File: src/rtl/hazard_pkg.sv
// Shared types and constants for the pipeline hazard controller and its helpers.
package hazard_pkg;

  typedef enum logic [1:0] {
    RUN      = 2'd0,
    MEM_WAIT = 2'd1,
    HALT     = 2'd2
  } hz_state_e;

  localparam logic [1:0] WB_CTL_BUBBLE = 2'b00;
  localparam logic [4:0] REG_ZERO      = 5'd0;
  localparam int         WAIT_CNT_W    = 8;

  // Write-back control as seen by MEM/WB: a bubble kills register and memory writes.
  function automatic logic [1:0] wb_ctl_after(input logic bubble, input logic [1:0] wb_ctl);
    logic [1:0] r;
    if (bubble) begin
      r = WB_CTL_BUBBLE;
    end else begin
      r = wb_ctl;
    end
    return r;
  endfunction

  // Odd parity over a register index, used by checkers guarding the hazard inputs.
  function automatic logic reg_idx_parity(input logic [4:0] idx);
    return ^idx;
  endfunction

endpackage

File: src/rtl/pipeline_hazard_controller_if.sv
// Hazard-source inputs and pipeline-register controls of the hazard controller.
interface pipeline_hazard_controller_if #(
  parameter int STALL_CNT_W = 16
);

  logic [4:0]             id_rs;
  logic [4:0]             id_rt;
  logic                   idex_mem_read;
  logic [4:0]             idex_rt;
  logic                   branch_taken_ex;
  logic                   mem_access;
  logic                   dmem_ready;

  logic                   pc_write;
  logic                   ifid_write;
  logic                   ifid_flush;
  logic                   idex_flush;
  logic                   exmem_hold;
  logic                   memwb_bubble;
  logic                   mem_timeout;
  logic [STALL_CNT_W-1:0] stall_count;

  // Pipeline side: reports hazard sources, consumes the controls.
  modport master (
    output id_rs, id_rt, idex_mem_read, idex_rt, branch_taken_ex, mem_access, dmem_ready,
    input  pc_write, ifid_write, ifid_flush, idex_flush, exmem_hold, memwb_bubble,
           mem_timeout, stall_count
  );

  // Controller side.
  modport slave (
    input  id_rs, id_rt, idex_mem_read, idex_rt, branch_taken_ex, mem_access, dmem_ready,
    output pc_write, ifid_write, ifid_flush, idex_flush, exmem_hold, memwb_bubble,
           mem_timeout, stall_count
  );

endinterface

File: src/rtl/load_use_detect.sv
// Combinational load-use comparator: a load in EX whose destination feeds the ID instruction.
module load_use_detect
  import hazard_pkg::*;
(
  input  logic       mem_read,
  input  logic [4:0] ex_rt,
  input  logic [4:0] id_rs,
  input  logic [4:0] id_rt,
  output logic       load_use
);

  logic rs_match_s;
  logic rt_match_s;

  // $zero is hard-wired, so a load targeting it never creates a dependence.
  always_comb begin
    rs_match_s = (ex_rt == id_rs);
    rt_match_s = (ex_rt == id_rt);
    if (mem_read && (ex_rt != REG_ZERO)) begin
      load_use = rs_match_s || rt_match_s;
    end else begin
      load_use = 1'b0;
    end
  end

endmodule

File: src/rtl/pipeline_hazard_controller.sv
// Stall/flush sequencer for the 5-stage pipeline: load-use, taken branch and memory-wait freeze,
// with a memory-wait timeout into HALT and a saturating stall-cycle counter.
module pipeline_hazard_controller
  import hazard_pkg::*;
#(
  parameter int TIMEOUT_CYCLES = 16,
  parameter int STALL_CNT_W    = 16
) (
  input  logic                         clk,
  input  logic                         reset,
  pipeline_hazard_controller_if.slave  hz
);

  localparam logic [WAIT_CNT_W-1:0] TIMEOUT_LIM = WAIT_CNT_W'(TIMEOUT_CYCLES);

  hz_state_e              state_q,       state_d;
  logic [WAIT_CNT_W-1:0]  wait_cnt_q,    wait_cnt_d;
  logic                   mem_timeout_q, mem_timeout_d;
  logic [STALL_CNT_W-1:0] stall_count_q, stall_count_d;

  logic load_use_s;
  logic mem_busy_s;
  logic pc_write_s;
  logic ifid_write_s;
  logic ifid_flush_s;
  logic idex_flush_s;
  logic exmem_hold_s;
  logic memwb_bubble_s;

  load_use_detect u_load_use (
    .mem_read (hz.idex_mem_read),
    .ex_rt    (hz.idex_rt),
    .id_rs    (hz.id_rs),
    .id_rt    (hz.id_rt),
    .load_use (load_use_s)
  );

  assign mem_busy_s = hz.mem_access && !hz.dmem_ready;

  // Control outputs and next-state; a memory freeze outranks branches because EX is held.
  always_comb begin
    pc_write_s     = 1'b0;
    ifid_write_s   = 1'b0;
    ifid_flush_s   = 1'b0;
    idex_flush_s   = 1'b0;
    exmem_hold_s   = 1'b0;
    memwb_bubble_s = 1'b0;
    state_d        = state_q;
    wait_cnt_d     = wait_cnt_q;
    mem_timeout_d  = mem_timeout_q;

    if (reset) begin
      state_d    = RUN;
      wait_cnt_d = '0;
    end else begin
      case (state_q)
        RUN: begin
          if (mem_busy_s) begin
            exmem_hold_s   = 1'b1;
            memwb_bubble_s = 1'b1;
            state_d        = MEM_WAIT;
            wait_cnt_d     = WAIT_CNT_W'(1);
          end else if (hz.branch_taken_ex) begin
            pc_write_s   = 1'b1;
            ifid_write_s = 1'b1;
            ifid_flush_s = 1'b1;
            idex_flush_s = 1'b1;
          end else if (load_use_s) begin
            idex_flush_s = 1'b1;
          end else begin
            pc_write_s   = 1'b1;
            ifid_write_s = 1'b1;
          end
        end
        MEM_WAIT: begin
          exmem_hold_s = 1'b1;
          // A mem_access drop without ready still counts as waiting.
          if (hz.mem_access && hz.dmem_ready) begin
            memwb_bubble_s = 1'b0;
            state_d        = RUN;
            wait_cnt_d     = '0;
          end else if (wait_cnt_q >= TIMEOUT_LIM) begin
            memwb_bubble_s = 1'b1;
            state_d        = HALT;
            mem_timeout_d  = 1'b1;
          end else begin
            memwb_bubble_s = 1'b1;
            wait_cnt_d     = wait_cnt_q + WAIT_CNT_W'(1);
          end
        end
        HALT: begin
          exmem_hold_s   = 1'b1;
          memwb_bubble_s = 1'b1;
        end
        default: begin
          exmem_hold_s   = 1'b1;
          memwb_bubble_s = 1'b1;
          state_d        = RUN;
          wait_cnt_d     = '0;
        end
      endcase
    end
  end

  // Saturating count of cycles in which the PC was held.
  always_comb begin
    if (!reset && !pc_write_s && (stall_count_q != {STALL_CNT_W{1'b1}})) begin
      stall_count_d = stall_count_q + STALL_CNT_W'(1);
    end else begin
      stall_count_d = stall_count_q;
    end
  end

  // State and counters; reset may arrive mid-wait and must abort it at once.
  always_ff @(posedge clk or posedge reset) begin
    if (reset) begin
      state_q       <= RUN;
      wait_cnt_q    <= '0;
      mem_timeout_q <= 1'b0;
      stall_count_q <= '0;
    end else begin
      state_q       <= state_d;
      wait_cnt_q    <= wait_cnt_d;
      mem_timeout_q <= mem_timeout_d;
      stall_count_q <= stall_count_d;
    end
  end

  assign hz.pc_write     = pc_write_s;
  assign hz.ifid_write   = ifid_write_s;
  assign hz.ifid_flush   = ifid_flush_s;
  assign hz.idex_flush   = idex_flush_s;
  assign hz.exmem_hold   = exmem_hold_s;
  assign hz.memwb_bubble = memwb_bubble_s;
  assign hz.mem_timeout  = mem_timeout_q;
  assign hz.stall_count  = stall_count_q;

endmodule

File: src/flat_wrapper.sv
// flat-port wrapper written by rule: the top's interface ports become plain ports
module pipeline_hazard_controller_flat import hazard_pkg::*;
#(
  parameter int TIMEOUT_CYCLES = 16,
  parameter int STALL_CNT_W    = 16
)
  (clk, reset, hz_id_rs, hz_id_rt, hz_idex_mem_read, hz_idex_rt, hz_branch_taken_ex, hz_mem_access, hz_dmem_ready, hz_pc_write, hz_ifid_write, hz_ifid_flush, hz_idex_flush, hz_exmem_hold, hz_memwb_bubble, hz_mem_timeout, hz_stall_count);
  pipeline_hazard_controller_if #(.STALL_CNT_W(STALL_CNT_W)) hz_i ();
  input  logic clk;
  input  logic reset;
  input wire logic [$bits(hz_i.id_rs)-1:0] hz_id_rs;
  input wire logic [$bits(hz_i.id_rt)-1:0] hz_id_rt;
  input wire logic [$bits(hz_i.idex_mem_read)-1:0] hz_idex_mem_read;
  input wire logic [$bits(hz_i.idex_rt)-1:0] hz_idex_rt;
  input wire logic [$bits(hz_i.branch_taken_ex)-1:0] hz_branch_taken_ex;
  input wire logic [$bits(hz_i.mem_access)-1:0] hz_mem_access;
  input wire logic [$bits(hz_i.dmem_ready)-1:0] hz_dmem_ready;
  output wire logic [$bits(hz_i.pc_write)-1:0] hz_pc_write;
  output wire logic [$bits(hz_i.ifid_write)-1:0] hz_ifid_write;
  output wire logic [$bits(hz_i.ifid_flush)-1:0] hz_ifid_flush;
  output wire logic [$bits(hz_i.idex_flush)-1:0] hz_idex_flush;
  output wire logic [$bits(hz_i.exmem_hold)-1:0] hz_exmem_hold;
  output wire logic [$bits(hz_i.memwb_bubble)-1:0] hz_memwb_bubble;
  output wire logic [$bits(hz_i.mem_timeout)-1:0] hz_mem_timeout;
  output wire logic [$bits(hz_i.stall_count)-1:0] hz_stall_count;
  assign hz_i.id_rs = hz_id_rs;
  assign hz_i.id_rt = hz_id_rt;
  assign hz_i.idex_mem_read = hz_idex_mem_read;
  assign hz_i.idex_rt = hz_idex_rt;
  assign hz_i.branch_taken_ex = hz_branch_taken_ex;
  assign hz_i.mem_access = hz_mem_access;
  assign hz_i.dmem_ready = hz_dmem_ready;
  assign hz_pc_write = hz_i.pc_write;
  assign hz_ifid_write = hz_i.ifid_write;
  assign hz_ifid_flush = hz_i.ifid_flush;
  assign hz_idex_flush = hz_i.idex_flush;
  assign hz_exmem_hold = hz_i.exmem_hold;
  assign hz_memwb_bubble = hz_i.memwb_bubble;
  assign hz_mem_timeout = hz_i.mem_timeout;
  assign hz_stall_count = hz_i.stall_count;
  pipeline_hazard_controller #(.TIMEOUT_CYCLES(TIMEOUT_CYCLES), .STALL_CNT_W(STALL_CNT_W)) u_core (.clk(clk), .reset(reset), .hz(hz_i));
endmodule
File: config.mk
export PLATFORM = sky130hd
export DESIGN_NAME = pipeline_hazard_controller_flat
export DESIGN_NICKNAME = d
export VERILOG_FILES = /design/src/rtl/hazard_pkg.sv /design/src/rtl/pipeline_hazard_controller_if.sv /design/src/rtl/load_use_detect.sv /design/src/rtl/pipeline_hazard_controller.sv /design/src/flat_wrapper.sv
export SDC_FILE = /design/constraint.sdc
export NUM_CORES = 1
export LEC_CHECK = 0
export BUFFER_PORTS_ARGS = -buffer_cell sky130_fd_sc_hd__buf_2
export CORE_ASPECT_RATIO = 0.7
export CORE_MARGIN = 2
export CORE_UTILIZATION = 40
export DETAILED_ROUTE_END_ITERATION = 12
export PLACE_DENSITY = 0.63
export SKIP_LAST_GASP = 1
export SLEW_MARGIN = 10
export SYNTH_ARGS = -nofsm -noshare
export SYNTH_HDL_FRONTEND = slang
export SYNTH_SLANG_ARGS = --single-unit
File: constraint.sdc
create_clock -name clk -period 5.05 [get_ports clk]
set_clock_uncertainty 0.2 [all_clocks]
set_input_delay 1.01 -clock clk [delete_from_list [all_inputs] [get_ports clk]]
set_output_delay 1.01 -clock clk [all_outputs]
set_load 0.05 [all_outputs]
==> impl_metrics.csv, run 1 <==
group,metric,value,unit
status,status,"finished clean",
clocking,clk_path_buf_depth,2,
critical_path,path_cells,"buf_2 -> or4_1 -> o21ai_2 -> nor2b_1 -> a21boi_0 -> buf_2",
yosys,synthCells,157,
placed_design,place_hpwl,2.42,mm
critical_path,critPathLaunchType,"input port",
floorplanning,die_width,77.7,µm
layout,layout-drive-gt1-share,25.7,%
yosys,synthTopCellsByArea,"dfrtp_1, xor2_1, xnor2_1",
critical_path,timing.rr.start,"u_core.hz.stall_count[7]$_DFFE_PP0P_",
critical_path,reg2reg_depth,5,
global_routing,grt_max_degree,25,
placed_design,gp_congestion,0.804,
timing,setup_viol,0,
yosys,synth-seq-cells,27,
layout,nets,227,
routing,drtPass1Iterations,4,
timing,drv_slew,0,
critical_path,end_kind,"output pin",
yosys,syn_nets,181,
power_and_ir_drop,finalPower,758,µW
routing,dr_total_vias,1318,
layout,final_cells,252,
layout,antennaDiodeCount,0,
timing,worst_slack,1.39,ns
placed_design,numPortBuffers,43,
timing,max_slew_margin,26.7,%
critical_path,cp_data_arrival_time,2.45,ns
timing,finalSetupTns,0,ns
global_routing,grt_pass1_vias,1103,
timing,max_freq,0.273,GHz
critical_path,crit_fanout,3,
yosys,synth-edff-count,0,
global_routing,grt_use_total,15.1,%
yosys,synthFlopType,"dfrtp_1",
timing,tightest_slew,1.09,ns
clocking,numCtsBuffers,3,
clocking,clock_latency,0.28,ns
timing,fin_crit,3.66,ns
floorplanning,chipHeight,55.6,µm
power_and_ir_drop,leakagePower,0.000846,µW
clocking,cts_resized,0,
floorplanning,start_util,42.5,%
critical_path,r2r-end,"u_core.hz.stall_count[1]$_DFFE_PP0P_",
routing,drt-wirelength-per-cell,12.9,µm
layout,regArea,676,µm²
timing,rsz0062_at_grt,"no",
clocking,h-tree-depth,1,
critical_path,crit_top_cell,"buf_2",
timing,hold_viol,0,
clocking,postCtsSetupRepairBufs,0,
yosys,yosysTopAreaCellShare,44.4,%
global_routing,gr-total-overflow,0,
critical_path,worstPathRequired,3.84,ns
routing,drt_iter0_drc,95,
power_and_ir_drop,pwr_density_cell,414,nW/µm²
clocking,cts.clk_slew.worst_paths,0.10,ns
placed_design,placedCellCount,248,
clocking,tritoncts,"yes",
critical_path,crit_path_top_delay_cell,"or4_1",
routing,viasPerCell,5.23,
yosys,ys_warn_count,0,
routing,postRouteAntennaNets,0,
yosys,synth_top_cell_by_area,"dfrtp_1",
global_routing,grt_pass1_wl,5.33,mm
yosys,yosysUniqueCellTypes,34,
clocking,numClockSinks,27,
critical_path,reg2reg_slack,2.69,ns
layout,multiInputGateArea,785,µm²
clocking,clockRootBuffer,"clkbuf_8",
floorplanning,core-area,3580,µm²
critical_path,worst_path_largest_cell_delay,0.54,ns
yosys,async_reset_ff_share,100,%
job,drv_cap,0,
yosys,ys_seq_area_share,44.4,%
yosys,syn-cell-area,1520,µm²
floorplanning,rows,18,
timing,fin_crit_sh,72.5,%
worst_hold_path,min_path_type,"flop to flop",
power_and_ir_drop,max-vdd-ir-drop,0.000329,V
placed_design,place_ws,1.35,ns
critical_path,critPathKind,"input port to output pin",
layout,fill_cells,331,
timing,whs,0.274,ns
critical_path,crit_start,"hz_idex_rt[1]",
global_routing,antenna_found_initial,0,
routing,drcViolationCount,0,
yosys,synth_area_per_cell,9.69,µm²
routing,routed_wl,3.26,mm
floorplanning,io-pin-count,44,
layout,layout-area-overhead-vs-synth,20.4,%
critical_path,worstSetupEndpoint,"hz_ifid_write",
clocking,postCtsHoldBufs,0,
floorplanning,dieArea,4320,µm²
layout by cell type, fill, tap and decap left out, types with 4 or more instances in the layout:
cell type	netlist	final
nand4_1	7	7
xor2_1	15	15
nor2_1	13	13
inv_1	10	10
nand3_1	7	7
nor4_1	6	6
nor3_1	6	6
buf_2	1	43
o21ai_0	4	4
or4_1	4	4
xnor2_1	12	12
dfrtp_1	27	27
nand2_1	12	12
sequential cells by signal (all words and copies together), names as in the netlist:
register / count
u_core.hz.mem_timeout: 1
u_core.hz.stall_count: 16
u_core.state_q: 2
u_core.wait_cnt_q: 8
Yosys cell counts, types with 2 or more instances:
cell type,n
dfrtp_1,27
xor2_1,15
nor2_1,13
nand2_1,12
xnor2_1,12
inv_1,10
nand3_1,7
nand4_1,7
nor3_1,6
nor4_1,6
o21ai_0,4
or4_1,4
a21oi_1,3
a31oi_1,3
and3_1,3
ha_1,3
and2_1,2
mux2i_1,2
nor2b_1,2
nor4_2,2
worst min-delay path by stage:
stage | depth (start not counted) | from | to | slack [ns]
after floorplan | 2 | u_core.wait_cnt_q[5]$_DFFE_PP0P_ | u_core.wait_cnt_q[5]$_DFFE_PP0P_ | 0.28
after global placement | 1 | u_core.hz.mem_timeout$_DFFE_PP0N_ | u_core.hz.mem_timeout$_DFFE_PP0N_ | 0.25
after detailed placement | 1 | u_core.hz.mem_timeout$_DFFE_PP0N_ | u_core.hz.mem_timeout$_DFFE_PP0N_ | 0.25
after CTS | 1 | u_core.hz.mem_timeout$_DFFE_PP0N_ | u_core.hz.mem_timeout$_DFFE_PP0N_ | 0.28
after global routing | 1 | u_core.hz.mem_timeout$_DFFE_PP0N_ | u_core.hz.mem_timeout$_DFFE_PP0N_ | 0.30
final | 1 | u_core.hz.mem_timeout$_DFFE_PP0N_ | u_core.hz.mem_timeout$_DFFE_PP0N_ | 0.27
layout make-up:
cell class	count	area share [%]
repair buffers	44	12.2
inverters	10	2.05
multi-input cells	117	42.8
well taps	50	3.42
flip-flops and latches	27	36.9
clock buffers	3	2.25
clock inverters	1	0.410
per-stage QoR:
stage | util [%] | instance area (µm²)
floorplan | - | 1520
global placement | 49.8 | 1780
detailed placement | 49.8 | 1780
CTS | 51.2 | 1830
global route | 51.2 | 1830
finish | 51.2 | 1830
metal layers:
| metal | wire length (µm) | global-route usage (%) | vias to the layer above |
|---|---|---|---|
| met5 | 0 | 0 | - |
| met4 | 7 | 1.53 | 0 |
| met3 | 219 | 4.22 | 2 |
| met2 | 1420 | 22.3 | 46 |
| met1 | 1620 | 22.8 | 629 |
| li1 | - | - | 641 |
worst max-delay path, delay by kind of cell:
| family | cells | cell delay [ns] |
|---|---|---|
| compound gates | 2 | 0.39 |
| buf+inv | 2 | 0.43 |
| simple gates | 2 | 0.62 |
cells by family (layout without fill, tap and decap cells):
group           Yosys count  after routing  synth area share, %
simple gates             66             66                 23.1
xor+xnor                 27             27                 15.5
flops                    27             27                 44.4
compound gates           18             18                 8.39
buf+inv                  13             58                 4.03
fa+ha+maj                 3              3                 2.47
mux                       3              3                 2.06
where the power goes:
| part | leakage [µW] | total [µW] | switching [µW] | internal [µW] |
|---|---|---|---|---|
| registers | 0.000337 | 314 | 56.5 | 257 |
| clock network | 0.0000217 | 127 | 71.3 | 56.1 |
| logic | 0.000488 | 317 | 235 | 82.0 |
Note: power is estimated with default switching activity, not from simulation.
==> run 2, diff against run 1 <==
- ABC_AREA: default -> 1
- PLACE_DENSITY: 0.63 -> 0.62
- clock period: 5.05 -> 3.7 ns (I/O delays scaled with it)
==> run 2 against run 1 <==
  * Sequential power grew 20%
  * Synthesized cell count grew 64%
  * Sequential cell count is the same
  * Hold slack gained 0.0053 ns
  * Count of clock-buffer cells in the layout is the same
  * Global-route usage grew 1.9 points
  * Non-clock buffer count is the same
  * Register-to-register slack lost 1.1 ns
  * Core utilization shrank 2.4 points
  * Critical endpoint unchanged
==> impl_metrics.csv, run 2 <==
group,metric,value,unit
timing,fin_crit,2.73,ns
placed_design,placedCellCount,350,
clocking,tritoncts,"yes",
placed_design,numPortBuffers,43,
global_routing,grt_pass1_wl,6.91,mm
routing,drcViolationCount,0,
job,drv_cap,0,
clocking,postCtsHoldBufs,0,
layout,final_common_cell,"nand2_1",
timing,fin_crit_sh,73.7,%
timing,tightest_slew,0.547,ns
power_and_ir_drop,share_seq_of_total_power,41.7,%
clocking,h-tree-depth,1,
floorplanning,die_width,84.6,µm
critical_path,crit_path_top_delay_cell,"buf_2",
worst_hold_path,min_path_type,"flop to flop",
worst_hold_path,hp-start,"u_core.hz.mem_timeout$_DFFE_PP0N_",
yosys,ys_warn_count,0,
floorplanning,dieArea,5120,µm²
yosys,synthCells,257,
floorplanning,start_util,41.8,%
status,status,"finished clean",
timing,max_slew_margin,63.5,%
yosys,synth-seq-cells,27,
floorplanning,rows,20,
yosys,yosysUniqueCellTypes,29,
yosys,synth_area_per_cell,7.08,µm²
clocking,cts_resized,0,
placed_design,place_hpwl,3.09,mm
worst_hold_path,holdPathStages,2,
critical_path,reg2reg_slack,1.60,ns
routing,postRouteAntennaNets,0,
yosys,synthFlopType,"dfrtp_1",
yosys,synth_top_cell_by_area,"dfrtp_1",
layout,final_cells,354,
power_and_ir_drop,switchingPower,404,µW
timing,setup_viol,0,
yosys,syn-cell-area,1820,µm²
yosys,yosysTopAreaCellShare,37.1,%
routing,drtPass1Iterations,4,
floorplanning,io-pin-count,44,
critical_path,critPathKind,"input port to output pin",
timing,drv_slew,0,
global_routing,grt_pass1_vias,1518,
yosys,syn_nets,281,
clocking,clockRootBuffer,"clkbuf_8",
floorplanning,core-area,4350,µm²
layout,largest_reg_flops,16,
power_and_ir_drop,clkPwrFrac,19.0,%
clocking,numCtsBuffers,3,
critical_path,crit_fanout,4,
timing,max_freq,0.367,GHz
critical_path,r2r-end,"u_core.hz.stall_count[4]$_DFFE_PP0P_",
routing,routed_wl,4.02,mm
critical_path,end_kind,"output pin",
yosys,yosys-top-cells-count,"nand2_1, inv_1, dfrtp_1, nor2_1, nand4_1",
clocking,clk_path_buf_depth,2,
layout,antennaDiodeCount,0,
critical_path,path_cells,"buf_2 -> inv_1 -> or2_1 -> inv_1 -> nor2_1 -> nand3_1 -> inv_1 -> buf_2",
timing,hold_viol,0,
power_and_ir_drop,leakagePower,0.00119,µW
power_and_ir_drop,combinationalPowerShare,39.3,%
routing,dr_total_vias,1717,
layout,regArea,676,µm²
yosys,synth.most_common_cell,"nand2_1",
clocking,cts.clk_slew.worst_paths,0.09,ns
layout,final_cell_mix,"nand2_1, buf_2, inv_1, nor2_1, dfrtp_1",
power_and_ir_drop,switching_share,44.6,%
power_and_ir_drop,pwr_density_cell,426,nW/µm²
yosys,synth-edff-count,0,
clocking,clock_latency,0.28,ns
clocking,postCtsSetupRepairBufs,0,
critical_path,worstPathRequired,2.76,ns
global_routing,gr-total-overflow,0,
layout,final_util,48.7,%
floorplanning,chipHeight,60.4,µm
layout,nets,324,
global_routing,grt_max_degree,49,
critical_path,crit_top_cell,"inv_1",
clocking,numClockSinks,27,
timing,rsz0062_at_grt,"no",
worst_hold_path,min_delay_worst_endpoint,"u_core.hz.mem_timeout$_DFFE_PP0N_",
routing,drt_iter0_drc,99,
critical_path,timing.rr.start,"u_core.hz.stall_count[0]$_DFFE_PP0P_",
critical_path,reg2reg_depth,6,
yosys,async_reset_ff_share,100,%
critical_path,cp_data_arrival_time,1.79,ns
routing,drt-wirelength-per-cell,11.3,µm
power_and_ir_drop,power.internal,501,µW
layout,fill_cells,469,
layout,layout-area-overhead-vs-synth,16.6,%
layout,multiInputGateArea,955,µm²
global_routing,antenna_found_initial,0,
placed_design,gp_congestion,0.834,
critical_path,worst_path_largest_cell_delay,0.26,ns
timing,finalSetupTns,0,ns
power_and_ir_drop,max-vdd-ir-drop,0.000314,V
layout,layout-drive-gt1-share,19.7,%
yosys,synthTopCellsByArea,"dfrtp_1, nand2_1, inv_1",
yosys,ys_seq_area_share,37.1,%
critical_path,critPathLaunchType,"input port",
routing,viasPerCell,4.85,
global_routing,grt_use_total,17.0,%
-- run 2: cell types whose count changed after synthesis, moves of 3 or more --
cell | previous run | this run
nand2_1 | 12 | 77
inv_1 | 10 | 36
nor2_1 | 13 | 27
nand4_1 | 7 | 18
nand3_1 | 7 | 17
nor4_1 | 6 | 0
xnor2_1 | 12 | 6
xor2_1 | 15 | 9
inv_2 | 0 | 4
or4_1 | 4 | 0
a31oi_1 | 3 | 0
and3_1 | 3 | 0
-- run 2: cells by family after synthesis --
| family | Yosys count | share of synthesized area, % |
|---|---|---|
| AND/OR/NAND/NOR | 153 | 39.1 |
| buffers and inverters | 47 | 10.4 |
| XOR/XNOR | 15 | 7.22 |
| AO/OA/AOI/OAI | 12 | 4.05 |
| flip-flops | 27 | 37.1 |
| adder cells (fa/ha/maj) | 3 | 2.06 |
-- run 2: layout make-up --
cell class / instances / share of cell area (%)
Inverter: 41 / 7.25
Timing Repair Buffer: 44 / 10.5
Sequential cell: 27 / 31.8
Clock inverter: 1 / 0.236
Clock buffer: 3 / 1.95
Tap cell: 55 / 3.24
Multi-Input combinational cell: 183 / 45.0
-- run 2: metal layers --
| metal | vias to the layer above | GRT usage, % | wire length, µm |
|---|---|---|---|
| met1 | 772 | 26.7 | 2260 |
| met4 | 0 | 4.08 | 38 |
| met2 | 43 | 23.8 | 1460 |
| met5 | - | 0 | 0 |
| met3 | 4 | 3.54 | 256 |
| li1 | 898 | - | - |
-- run 2: power by group through the flow --
stage | clock [µW] | combinational [µW] | sequential [µW]
2_1_floorplan | 0 | 192 | 462
3_3_place_gp | 0 | 354 | 382
3_5_place_dp | 0 | 358 | 383
4_1_cts | 182 | 359 | 377
5_1_grt | 187 | 392 | 384
6_report | 172 | 355 | 377
-- run 2: worst max-delay path by stage --
stage | startpoint | end | slack, ns | depth (start not counted)
5_1_grt | hz_mem_access | hz_pc_write | 0.82 | 8
2_1_floorplan | reset | hz_pc_write | 0.04 | 5
4_1_cts | hz_mem_access | hz_ifid_write | 0.96 | 8
3_5_place_dp | hz_mem_access | hz_ifid_write | 0.96 | 8
3_3_place_gp | hz_idex_rt[4] | hz_idex_flush | 0.97 | 10
6_report | hz_mem_access | hz_ifid_write | 0.97 | 8
-- run 2: worst max-delay path: cells and delay by family --
| kind | cells | cell delay (ns) |
|---|---|---|
| buf+inv | 5 | 0.54 |
| simple gates | 3 | 0.51 |
-- run 2: per-stage QoR --
| stage | area, µm² | setup WS, ns | power [µW] | hold WS, ns |
|---|---|---|---|---|
| 6_report | 2120 | 0.974 | 904 | 0.279 |
| 5_1_grt | 2120 | 0.822 | 963 | 0.328 |
| 4_1_cts | 2120 | 0.957 | 918 | 0.285 |
| 3_5_place_dp | 2080 | 0.956 | 741 | 0.259 |
| 3_3_place_gp | 2080 | 0.971 | 736 | 0.257 |
| 2_1_floorplan | 1820 | 0.0422 | 654 | 0.260 |
==> run 3, diff against run 2 <==
- clock period: 3.7 -> 2.53 ns (I/O delays scaled with it)
==> run 3 against run 2 <==
  * Global-route usage decreased by 0.57 points
  * Wire length is 0.60% lower
  * Setup slack got worse by 0.79 ns
  * Count of clock-buffer cells in the layout unchanged
  * Sequential power is 46% higher
  * Highest routed layer unchanged
  * Sequential share of layout area shrank 0.55 points
  * Critical path depth is 2 lower
  * Cell count grew 0.56%
  * Register-to-register slack worse by 1.2 ns
  * Critical endpoint unchanged
  * Power is 49% higher
  * Largest cell class unchanged
  * Core utilization rose by 0.86 points
  * First-iteration DRC count rose by 14%
==> impl_metrics.csv, run 3 (same netlist as run 2, synthesis figures left out) <==
group,metric,value,unit
status,status,"finished clean",
layout,antennaDiodeCount,0,
clocking,numCtsBuffers,3,
critical_path,reg2reg_depth,6,
layout,final_util,49.6,%
clocking,postCtsSetupRepairBufs,0,
critical_path,cp_data_arrival_time,1.64,ns
critical_path,critPathLaunchType,"flop",
clocking,postCtsHoldBufs,0,
timing,tightest_slew,0.386,ns
clocking,clock_latency,0.28,ns
clocking,cts_resized,0,
layout,final_common_cell,"nand2_1",
layout,nets,326,
worst_hold_path,min_path_type,"input port to async pin",
critical_path,timing.rr.start,"u_core.hz.stall_count[0]$_DFFE_PP0P_",
timing,rsz0062_at_grt,"no",
critical_path,critPathTopFamily,"simple AND/OR/NAND/NOR gates",
critical_path,reg2reg_slack,0.39,ns
floorplanning,chipHeight,60.4,µm
global_routing,grt_pass1_wl,6.81,mm
critical_path,r2r-end,"u_core.hz.stall_count[10]$_DFFE_PP0P_",
layout,layout-area-overhead-vs-synth,18.6,%
timing,fin_crit,2.35,ns
clocking,clk_path_buf_depth,2,
critical_path,critPathKind,"flop to output pin",
global_routing,grt_use_total,16.5,%
layout,final_cells,356,
placed_design,place_ws,0.244,ns
critical_path,crit_path_top_delay_cell,"dfrtp_1",
floorplanning,io-pin-count,44,
global_routing,gr-total-overflow,0,
critical_path,worst_path_largest_cell_delay,0.43,ns
global_routing,antenna_found_initial,0,
routing,routed_wl,3.99,mm
critical_path,path_cells,"nor2_1 -> inv_1 -> nor2_1 -> nand3_1 -> inv_1 -> buf_2",
floorplanning,core-area,4350,µm²
clocking,numClockSinks,27,
routing,drt-wirelength-per-cell,11.2,µm
routing,drcViolationCount,0,
floorplanning,dieArea,5120,µm²
timing,whs,0.142,ns
timing,max_slew_margin,74.1,%
floorplanning,start_util,41.8,%
clocking,clockRootBuffer,"clkbuf_8",
timing,fin_crit_sh,92.7,%
floorplanning,rows,20,
routing,drt_iter0_drc,113,
global_routing,grt_max_degree,49,
job,drv_cap,0,
timing,hold_viol,0,
power_and_ir_drop,pwr_density_cell,626,nW/µm²
timing,setup_viol,0,
global_routing,grt_pass1_vias,1452,
timing,worst_slack,0.185,ns
routing,viasPerCell,4.78,
timing,drv_slew,0,
routing,dr_total_vias,1701,
routing,drtPass1Iterations,4,
power_and_ir_drop,finalPower,1350,µW
placed_design,numPortBuffers,43,
clocking,cts.clk_slew.worst_paths,0.11,ns
placed_design,gp_congestion,0.825,
critical_path,end_kind,"output pin",
power_and_ir_drop,leakagePower,0.00121,µW
floorplanning,die_width,84.6,µm
layout,final_cell_mix,"nand2_1, buf_2, inv_1, nor2_1, dfrtp_1",
layout,layout-drive-gt1-share,20.6,%
critical_path,worst-path-buf-inv,3,
routing,postRouteAntennaNets,0,
layout,largest_reg_flops,16,
placed_design,place_hpwl,3.12,mm
timing,max_freq,0.426,GHz
clocking,tritoncts,"yes",
clocking,h-tree-depth,1,
power_and_ir_drop,max-vdd-ir-drop,0.000467,V
critical_path,crit_fanout,4,
placed_design,placedCellCount,352,
critical_path,worstPathRequired,1.82,ns
[run 3: cell types whose count changed in the layout (fill, tap and decap cells not counted), sizes merged]
| cell | before | now |
|---|---|---|
| inv | 40 | 41 |
| clkinv | 2 | 1 |
| buf | 44 | 46 |
[run 3: worst min-delay path: stages]
cell and delay, ns:
buf_2 0.13, inv_1 0.11, buf_12 0.25
[run 3: cell type report]
cell class	count	area, µm²
Clock inverter	1	8.76
Multi-Input combinational cell	183	961
Clock buffer	3	41.3
Fill cell	448	2190
Inverter	41	154
Tap cell	55	68.8
Timing Repair Buffer	46	250
Sequential cell	27	676
[run 3: worst max-delay path by stage]
stage / startpoint / end / slack (ns) / cells after the start
finish: u_core.state_q[1]$_DFFE_PP0P_ / hz_ifid_write / 0.18 / 6
global placement: hz_mem_access / hz_pc_write / 0.28 / 8
detailed placement: hz_mem_access / hz_pc_write / 0.24 / 8
global route: u_core.state_q[1]$_DFFE_PP0P_ / hz_ifid_write / 0.01 / 6
floorplan: reset / hz_pc_write / -0.15 / 5
CTS: u_core.state_q[1]$_DFFE_PP0P_ / hz_pc_write / 0.16 / 6
[run 3: per-stage QoR]
stage / area (µm²) / setup TNS, ns
finish: 2160 / 0
floorplan: 1830 / -0.151
global placement: 2110 / 0
detailed placement: 2110 / 0
CTS: 2160 / 0
global route: 2160 / 0
[run 3: metal layers]
| layer | wire length, µm | share of wire [%] | GRT usage, % |
|---|---|---|---|
| met4 | 19 | 0.48 | 2.04 |
| met3 | 261 | 6.5 | 4.22 |
| met5 | 0 | 0 | 0 |
| met1 | 2210 | 55 | 26.5 |
| met2 | 1500 | 38 | 22.4 |
[run 3: where the power goes]
group	internal [µW]	total (µW)	switching (µW)	leakage [µW]
sequential	480	551	71.0	0.000363
combinational	151	532	382	0.000822
clock	116	269	153	0.0000261
total	746	1350	605	0.00121
